File: src/rtl/riscv_pkg.sv
// Shared RISC-V constants and the memory-stage FSM state type.
package riscv_pkg;

  localparam logic [6:0] R_TYPE = 7'b0110011;
  localparam logic [6:0] I_TYPE = 7'b0010011;
  localparam logic [6:0] LOAD   = 7'b0000011;
  localparam logic [6:0] STORE  = 7'b0100011;

  localparam logic [2:0] F3_B  = 3'b000;
  localparam logic [2:0] F3_H  = 3'b001;
  localparam logic [2:0] F3_W  = 3'b010;
  localparam logic [2:0] F3_BU = 3'b100;
  localparam logic [2:0] F3_HU = 3'b101;

  typedef enum logic {
    IDLE = 1'b0,
    REQ  = 1'b1
  } mem_state_t;

endpackage

File: src/rtl/load_extract.sv
// Selects the addressed byte/halfword of a load word and sign- or zero-extends it.
module load_extract
  import riscv_pkg::*;
(
  input  logic [31:0] rdata,
  input  logic [1:0]  addr,
  input  logic [2:0]  funct3,
  output logic [31:0] result
);

  logic [7:0]  w_byte;
  logic [15:0] w_half;

  always_comb begin
    case (addr)
      2'd0:    w_byte = rdata[7:0];
      2'd1:    w_byte = rdata[15:8];
      2'd2:    w_byte = rdata[23:16];
      default: w_byte = rdata[31:24];
    endcase
    w_half = addr[1] ? rdata[31:16] : rdata[15:0];
  end

  always_comb begin
    case (funct3)
      F3_B:    result = {{24{w_byte[7]}}, w_byte};
      F3_H:    result = {{16{w_half[15]}}, w_half};
      F3_BU:   result = {24'd0, w_byte};
      F3_HU:   result = {16'd0, w_half};
      default: result = rdata;
    endcase
  end

endmodule

File: src/rtl/memory_access.sv
// Memory pipeline stage: runs LOAD/STORE req/ack transactions on the data port,
// passes all other results through, and stalls upstream while a transaction is open.
module memory_access
  import riscv_pkg::*;
#(
  parameter int TIMEOUT_CYCLES = 16
) (
  input  logic        clk_100MHz,
  input  logic        reset,
  input  logic [31:0] instruction_fetched_R1,
  input  logic [31:0] data_out_exe,
  input  logic [4:0]  rd_1,
  input  logic [31:0] data_rs2_R1,
  output logic        stall_mem,
  output logic        dmem_req,
  output logic        dmem_we,
  output logic [31:0] dmem_addr,
  output logic [3:0]  dmem_be,
  output logic [31:0] dmem_wdata,
  input  logic        dmem_ack,
  input  logic [31:0] dmem_rdata,
  output logic [31:0] instruction_fetched_R2,
  output logic [4:0]  rd_2,
  output logic [31:0] data_out_mem,
  output logic        mem_err
);

  localparam int              CNT_W    = (TIMEOUT_CYCLES > 0) ? $clog2(TIMEOUT_CYCLES + 1) : 1;
  localparam logic [CNT_W-1:0] CNT_LAST = CNT_W'(TIMEOUT_CYCLES - 1);

  // Decode of the instruction presented by execute
  logic [6:0]  w_opcode;
  logic [2:0]  w_funct3;
  logic        w_is_load;
  logic        w_is_store;
  logic        w_mem_op;
  logic        w_legal_f3;
  logic        w_misaligned;
  logic        w_bad;
  logic [3:0]  w_lane_be;
  logic [31:0] w_lane_wdata;
  logic [31:0] w_load_data;
  logic        w_timeout;

  mem_state_t  r_state, w_state_nxt;
  logic [CNT_W-1:0] r_cnt, w_cnt_nxt;
  logic        r_req, w_req_nxt;
  logic        r_we, w_we_nxt;
  logic [31:0] r_addr, w_addr_nxt;
  logic [3:0]  r_be, w_be_nxt;
  logic [31:0] r_wdata, w_wdata_nxt;
  logic [1:0]  r_lane, w_lane_nxt;
  logic [2:0]  r_f3, w_f3_nxt;
  logic [31:0] r_instr, w_instr_nxt;
  logic [4:0]  r_rd, w_rd_nxt;
  logic [31:0] r_data, w_data_nxt;
  logic        r_err, w_err_nxt;
  logic        w_stall;

  assign w_opcode   = instruction_fetched_R1[6:0];
  assign w_funct3   = instruction_fetched_R1[14:12];
  assign w_is_load  = (w_opcode == LOAD);
  assign w_is_store = (w_opcode == STORE);
  assign w_mem_op   = w_is_load | w_is_store;

  always_comb begin
    w_legal_f3 = 1'b0;
    if (w_is_load) begin
      case (w_funct3)
        F3_B, F3_H, F3_W, F3_BU, F3_HU: w_legal_f3 = 1'b1;
        default:                        w_legal_f3 = 1'b0;
      endcase
    end else if (w_is_store) begin
      case (w_funct3)
        F3_B, F3_H, F3_W: w_legal_f3 = 1'b1;
        default:          w_legal_f3 = 1'b0;
      endcase
    end
  end

  // Among legal funct3 values, [1:0]==10 is a word and [1:0]==01 a halfword
  assign w_misaligned = ((w_funct3[1:0] == 2'b10) && (data_out_exe[1:0] != 2'b00)) ||
                        ((w_funct3[1:0] == 2'b01) && data_out_exe[0]);
  assign w_bad        = w_mem_op & (~w_legal_f3 | w_misaligned);

  always_comb begin
    w_lane_be    = 4'b1111;
    w_lane_wdata = '0;
    if (w_is_store) begin
      case (w_funct3)
        F3_B: begin
          w_lane_be    = 4'b0001 << data_out_exe[1:0];
          w_lane_wdata = {4{data_rs2_R1[7:0]}};
        end
        F3_H: begin
          w_lane_be    = data_out_exe[1] ? 4'b1100 : 4'b0011;
          w_lane_wdata = {2{data_rs2_R1[15:0]}};
        end
        default: w_lane_wdata = data_rs2_R1;
      endcase
    end
  end

  load_extract u_load_extract (
    .rdata  (dmem_rdata),
    .addr   (r_lane),
    .funct3 (r_f3),
    .result (w_load_data)
  );

  assign w_timeout = (TIMEOUT_CYCLES != 0) && (r_cnt == CNT_LAST);

  // NOTE: every signal gets a default before the case so no path leaves one
  // unassigned; a missed default here would infer a latch.
  always_comb begin
    w_state_nxt = r_state;
    w_cnt_nxt   = r_cnt;
    w_req_nxt   = r_req;
    w_we_nxt    = r_we;
    w_addr_nxt  = r_addr;
    w_be_nxt    = r_be;
    w_wdata_nxt = r_wdata;
    w_lane_nxt  = r_lane;
    w_f3_nxt    = r_f3;
    w_instr_nxt = '0;
    w_rd_nxt    = '0;
    w_data_nxt  = '0;
    w_err_nxt   = 1'b0;
    w_stall     = 1'b0;

    case (r_state)
      IDLE: begin
        if (!w_mem_op) begin
          w_instr_nxt = instruction_fetched_R1;
          w_rd_nxt    = rd_1;
          w_data_nxt  = data_out_exe;
        end else if (w_bad) begin
          w_instr_nxt = instruction_fetched_R1;
          w_err_nxt   = 1'b1;
        end else begin
          w_stall     = 1'b1;
          w_state_nxt = REQ;
          w_cnt_nxt   = '0;
          w_req_nxt   = 1'b1;
          w_we_nxt    = w_is_store;
          w_addr_nxt  = {data_out_exe[31:2], 2'b00};
          w_be_nxt    = w_lane_be;
          w_wdata_nxt = w_lane_wdata;
          w_lane_nxt  = data_out_exe[1:0];
          w_f3_nxt    = w_funct3;
        end
      end

      REQ: begin
        if (dmem_ack) begin
          w_state_nxt = IDLE;
          w_cnt_nxt   = '0;
          w_req_nxt   = 1'b0;
          w_instr_nxt = instruction_fetched_R1;
          if (!r_we) begin
            w_rd_nxt   = rd_1;
            w_data_nxt = w_load_data;
          end
        end else if (w_timeout) begin
          // Release upstream so the faulting instruction retires with mem_err
          w_state_nxt = IDLE;
          w_cnt_nxt   = '0;
          w_req_nxt   = 1'b0;
          w_instr_nxt = instruction_fetched_R1;
          w_err_nxt   = 1'b1;
        end else begin
          w_stall   = 1'b1;
          w_cnt_nxt = r_cnt + CNT_W'(1);
        end
      end

      default: w_state_nxt = IDLE;
    endcase
  end

  // NOTE: state is updated with non-blocking assignments so every register
  // samples pre-edge values regardless of statement order.
  always_ff @(posedge clk_100MHz) begin
    if (reset) begin
      r_state <= IDLE;
      r_cnt   <= '0;
      r_req   <= 1'b0;
      r_we    <= 1'b0;
      r_addr  <= '0;
      r_be    <= '0;
      r_wdata <= '0;
      r_lane  <= '0;
      r_f3    <= '0;
      r_instr <= '0;
      r_rd    <= '0;
      r_data  <= '0;
      r_err   <= 1'b0;
    end else begin
      r_state <= w_state_nxt;
      r_cnt   <= w_cnt_nxt;
      r_req   <= w_req_nxt;
      r_we    <= w_we_nxt;
      r_addr  <= w_addr_nxt;
      r_be    <= w_be_nxt;
      r_wdata <= w_wdata_nxt;
      r_lane  <= w_lane_nxt;
      r_f3    <= w_f3_nxt;
      r_instr <= w_instr_nxt;
      r_rd    <= w_rd_nxt;
      r_data  <= w_data_nxt;
      r_err   <= w_err_nxt;
    end
  end

  assign stall_mem              = w_stall;
  assign dmem_req               = r_req;
  assign dmem_we                = r_we;
  assign dmem_addr              = r_addr;
  assign dmem_be                = r_be;
  assign dmem_wdata             = r_wdata;
  assign instruction_fetched_R2 = r_instr;
  assign rd_2                   = r_rd;
  assign data_out_mem           = r_data;
  assign mem_err                = r_err;

endmodule

File: config.mk
export PLATFORM = sky130hd
export DESIGN_NAME = memory_access
export DESIGN_NICKNAME = d
export VERILOG_FILES = /design/src/rtl/riscv_pkg.sv /design/src/rtl/load_extract.sv /design/src/rtl/memory_access.sv
export SDC_FILE = /design/constraint.sdc
export NUM_CORES = 1
export LEC_CHECK = 0
export ABC_AREA = 1
export CORE_MARGIN = 10
export CORE_UTILIZATION = 40
export DETAILED_ROUTE_END_ITERATION = 16
export DONT_BUFFER_PORTS = 1
export RECOVER_POWER = 50
export SLEW_MARGIN = 20
export SYNTH_ARGS = -nofsm -noshare
export SYNTH_HDL_FRONTEND = slang
export SYNTH_SLANG_ARGS = --single-unit
File: constraint.sdc
create_clock -name clk_100MHz -period 2.04 [get_ports clk_100MHz]
set_input_delay 0.408 -clock clk_100MHz [delete_from_list [all_inputs] [get_ports clk_100MHz]]
set_output_delay 0.408 -clock clk_100MHz [all_outputs]
set_load 0.005 [all_outputs]
## Word-level counts from Yosys, hierarchy flattened

Cells that the tools add are included.

- ROM bits: 0
- Latch bits: 0
- Logic and storage cells: 95
- RAM bits: 0
- Flip-flop bits (word level): 149
- Memories kept: 0
- Output and inout bits: 141
- Input bits: 136

- Reductions and logical operators: 12
- Multiply operators: 0
- Eq/ne operators: 17
- Magnitude comparators: 0
- Multiplexer cells: 45
- $add $sub $neg: 1
- Shifts and indexed selects: 1
- Bitwise gates (word level): 6
- Div/mod/pow operators: 0

Operators with widths:

| operator | count |
|---|---|
| $mux 32 | 8 |
| $pmux 32 s2 | 3 |
| $pmux 32 s4 | 1 |
| $mux 5 | 7 |
| $pmux 8 s3 | 1 |
| $pmux 5 s2 | 2 |
| $mux 1 | 16 |
| $mux 16 | 1 |
| $eq 3x3->1 const B | 4 |
| $mux 4 | 2 |
| $pmux 4 s2 | 1 |
| $eq 7x2->1 const B | 1 |
| $eq 7x6->1 const B | 1 |
| $eq 3x1->1 const B | 2 |
| $logic_not 3->1 | 2 |
| $pmux 1 s2 | 3 |
| $reduce_and 3->1 | 2 |
| $add 5x1->5 const B | 1 |
| $eq 5x4->1 const B | 1 |
| $reduce_or 5->1 | 1 |
| $eq 2x1->1 const B | 2 |
| $eq 2x2->1 const B | 2 |
| $ne 2x2->1 const B | 2 |
| $shl 1x2->4 const A | 1 |
| other kinds (11) | 15 |

## Logic depth before layout (Yosys ltp)

- Depth in word-level cells: 11
- Gate-level depth with buffers: 9
- Mapped depth without buffers: 8

## Cells and area by module

A second synthesis with hierarchy kept.

- Cells, all modules: 1064
- Area, all modules: 7081.8 sq um

By module, submodules not included:

| module | area an instance (sq um) | times used | cells an instance |
|---|---|---|---|
| memory_access | 6223.5 | 1 | 901 |
| load_extract | 858.3 | 1 | 163 |

## Worst setup path before layout

OpenSTA, ideal clock, no wires.

- Kind: input-to-output
- From: in instruction_fetched_R1[3]
- To: out stall_mem
- Slack: 436 ps
- Stages: 6
- Arrival time: 1196 ps
- Path through: inv_1 > nand2_1 > nor3_4 > nand4_1 > nand2_1 > buf_2

- Word-level cells in the longest chain between the ends: 9
- Elaborated cells between the ends (all ways): 11

Ends and longest elaborated chain:

| element | line | source |
|---|---|---|
| start, declared | memory_access.sv:10 | `input logic [31:0] instruction_fetched_R1,` |
| $eq 7x6->1 | memory_access.sv:63 | `assign w_is_store = (w_opcode == STORE);` |
| $mux 1 | memory_access.sv:73 | `end else if (w_is_store) begin` |
| $mux 1 | memory_access.sv:68 | `if (w_is_load) begin` |
| $not 1->1 | memory_access.sv:84 | `assign w_bad = w_mem_op & (~w_legal_f3 \| w_misaligned);` |
| $or 1x1->1 | memory_access.sv:84 |  |
| $and 1x1->1 | memory_access.sv:84 |  |
| $mux 1 | memory_access.sv:137 | `end else if (w_bad) begin` |
| $mux 1 (*) | memory_access.sv:133 | `if (!w_mem_op) begin` |
| $pmux 1 s2 (*) | memory_access.sv:131 | `case (r_state)` |
| end, declared | memory_access.sv:14 | `output logic stall_mem,` |

Every way passes the cells marked *; elsewhere a longest branch is shown, timed or not.

## Worst setup path in the final report

- From: reg r_cnt[0]
- To: out stall_mem

- Word-level cells in the longest chain between the ends: 4

Ends and longest elaborated chain:

| element | line | source |
|---|---|---|
| start, declared | memory_access.sv:46 | `logic [CNT_W-1:0] r_cnt, w_cnt_nxt;` |
| start signal, assigned | memory_access.sv:200 | `r_cnt <= w_cnt_nxt;` |
| $eq 5x4->1 | memory_access.sv:111 | `assign w_timeout = (TIMEOUT_CYCLES != 0) && (r_cnt == CNT_LAST);` |
| $mux 1 | memory_access.sv:164 | `end else if (w_timeout) begin` |
| $mux 1 | memory_access.sv:155 | `if (dmem_ack) begin` |
| $pmux 1 s2 | memory_access.sv:131 |  |

No other way between the ends.

==> flow_summary.yaml <==
yosys:
  yosysTopAreaCellShare_pct: 46.31
  synth_cell_type_count: 31
  netlist_instances: 917
  syn_avg_cell_area_um2: 7.024
  synth-async-reset-ratio_pct: 0
  ys_ff_latch: 149
  synth_commonest_cells: "nand2_1 (280), dfxtp_1 (149), nor2_1 (124)"
  ys_warn_count: 0
  yosysTopAreaCell: "dfxtp_1"
  netlist_area_um2: 6441
  yosysMostFrequentCell: "nand2_1"
  synth_area_leaders: "dfxtp_1 (46%), nand2_1 (16%), a21oi_1 (8.7%)"
  dominantRegCellSynth: "dfxtp_1"
  ys_seq_area_share_pct: 46.31
  synth_edf_count: 0
outcome:
  status: "complete, no violations"
final_layout:
  fin_nets: 1038
  area_growth_syn_to_layout_pct: 11.99
  drive_gt1_share_pct: 13.13
  insertedDiodeCount: 0
  fin_util_pct: 45.57
  finalInstanceArea_um2: 7213
setup_path:
  reg2reg_setup_slack_ps: 320
  worstPathRequired_ps: 1630
  r2r-end: "data_out_mem[27]$_SDFF_PP0_"
  path_max_fanout: 4
  path_cells: "ha_1 > nand3_1 > o21ai_2 > nand2_1"
  start_kind: "flop"
  r2r_start: "r_lane[1]$_SDFFE_PP0P_"
  rr_worst_depth: 7
  cpPeakStageDelay_ps: 380
  path_class: "reg2out"
  cp.arrival_ps: 1470
  crit_path_end_kind: "output pin"
  crit_slowest_cell: "dfxtp_1"
timing:
  worst_pin_slew_ps: 592.0
  drv_slew: 0
  worst_slack_ps: 163.4
  tns_ps: 0
  fin_crit_ps: 1877
  setup_viol: 0
  timing.fmax_ghz: 0.5329
  timing.final.crit_share_pct: 91.99
  fin_worst_skew_ps: 9.702
  relSlewSlack_pct: 60.48
  rsz0062_at_grt: "no"
  hold_viol: 0
detailed_routing:
  post_drt_wl_per_cell_um: 18.57
  via_per_inst: 5.037
  vias: 5692
  wl_um: 20980
  drtIter0Drc: 297
  firstDrtPassIters: 5
  ant_nets: 0
  drc: 0
clock_tree:
  cts-root-buf: "clkbuf_16"
  cts_inserted_buffers: 17
  tritoncts: "yes"
  cts_sinks: 149
  clk_latency_ps: 420
  post_cts_buffers: 0
  htree_levels: 4
  clk_pin_slew_ps: 70
  ctsLongestPathBuffers: 2
pwr:
  leakagePower_nw: 3.020
  power_w: 0.006377
  ir_drop_uv: 514.1
  power.density_nw_per_um2: 884.1
place:
  pre_cts_ws_ps: 267.1
  io_buffers: 0
  gp_congestion: 0.8466
  dpl_cell_area_um2: 6620
  hpwl_um: 15830
floorplan:
  core_area_um2: 15830
  rows: 46
  start_util_pct: 40.70
  io-pin-count: 277
  die_h_um: 146.9
  die_w_um: 146.9
  dieArea_um2: 21580
global_routing:
  grt_pass1_vias: 5704
  grt_use_total_pct: 18.73
  grt_overflow: 0
  antenna_found_initial: 0
  grt_max_degree: 114
  grt_first_pass_wirelength_um: 32240
min_path:
  hold_end: "dmem_wdata[0]$_SDFFE_PP0P_"
  min_path_cells: 1
  hp-class: "in2reg"
  worstHoldStart: "reset"
flow_run:
  drv_cap: 0
## sequential cells by signal (all words and copies together), names as in the netlist
signal and count:
data_out_mem 32, dmem_req 1, dmem_wdata 32, instruction_fetched_R2 32
mem_err 1, r_state 1, r_lane 2, dmem_we 1
dmem_be 4, dmem_addr 30, r_cnt 5, rd_2 5
r_f3 3
## cells in the final DEF (no fill, tap or decap), types with 2 or more instances in the layout
cell type,synthesis,routed
nand2_1,280,280
nand4_1,13,13
clkbuf_16,0,17
a21oi_1,112,112
or2_2,15,15
nand2_2,20,20
o21ai_2,1,2
buf_4,3,16
nand3_1,34,34
inv_6,0,4
a21oi_2,20,20
clkbuf_8,0,2
inv_2,5,5
clkinv_4,0,4
dfxtp_1,149,148
o21ai_0,18,18
conb_1,1,2
inv_1,51,51
nor3_1,7,7
buf_12,1,3
nor2_1,124,124
inv_8,0,2
nor2_2,2,2
## cells by family after synthesis
| family | after synthesis | share of synthesized area, % |
|---|---|---|
| AND/OR/NAND/NOR | 499 | 32.44 |
| AO/OA/AOI/OAI | 155 | 13.33 |
| flip-flops | 149 | 46.31 |
| buffers and inverters | 111 | 7.537 |
| XOR/XNOR | 1 | 0.1360 |
| adder cells (fa/ha/maj) | 1 | 0.1942 |
| other | 1 | 0.05822 |
## critical path, delay by kind of cell (launching register included)
family	cells	cell delay, ps
flops	1	380
simple gates	2	310
fa+ha+maj	1	200
compound gates	1	180
## where the power goes
group	switching (W)	internal (W)	total (W)
sequential	0.0000516	0.00299	0.00304
clock	0.00131	0.00178	0.00309
combinational	0.000151	0.0000954	0.000246
total	0.00151	0.00486	0.00638
## metal layers
metal / GRT usage [%] / share of wire, %
met5: 0 / 0
met4: 5.203 / 1.5
met3: 9.429 / 12
met2: 30.53 / 47
met1: 21.20 / 39
## final cells by class
cell class,instances,area (um2)
Clock buffer,19,452.9
Clock inverter,13,135.1
Fill cell,1656,8615
Inverter,56,210.2
Multi-Input combinational cell,658,2980
Sequential cell,149,2984
Tap cell,216,270.3
Timing Repair Buffer,19,180.2
## what timing repair did
item / 4_1_cts / 5_1_grt
endpoints found under the setup margin: 0 / 1
hold buffers: 0 / 0
gates resized for setup: 0 / 2
## per-stage QoR
step,hold slack [ps],std cells
2_1_floorplan,434.5,918
3_3_place_gp,451.9,1098
3_5_place_dp,455.9,1098
4_1_cts,36.42,1130
5_1_grt,29.45,1130
6_report,50.50,1130
## how the worst max path moves through the flow
stage | from | end | slack [ps] | cells past startpoint
after global routing | r_cnt[0]$_SDFFE_PP0P_ | stall_mem | 20 | 4
after detailed placement | data_out_exe[0] | dmem_addr[24]$_SDFFE_PP0P_ | 270 | 8
after floorplan | instruction_fetched_R1[3] | stall_mem | 440 | 6
final | r_cnt[0]$_SDFFE_PP0P_ | stall_mem | 160 | 4
after CTS | r_state$_SDFF_PP0_ | stall_mem | 30 | 4
after global placement | data_out_exe[0] | dmem_wdata[27]$_SDFFE_PP0P_ | 300 | 8
No activity file was read; power rests on OpenSTA's default activity.
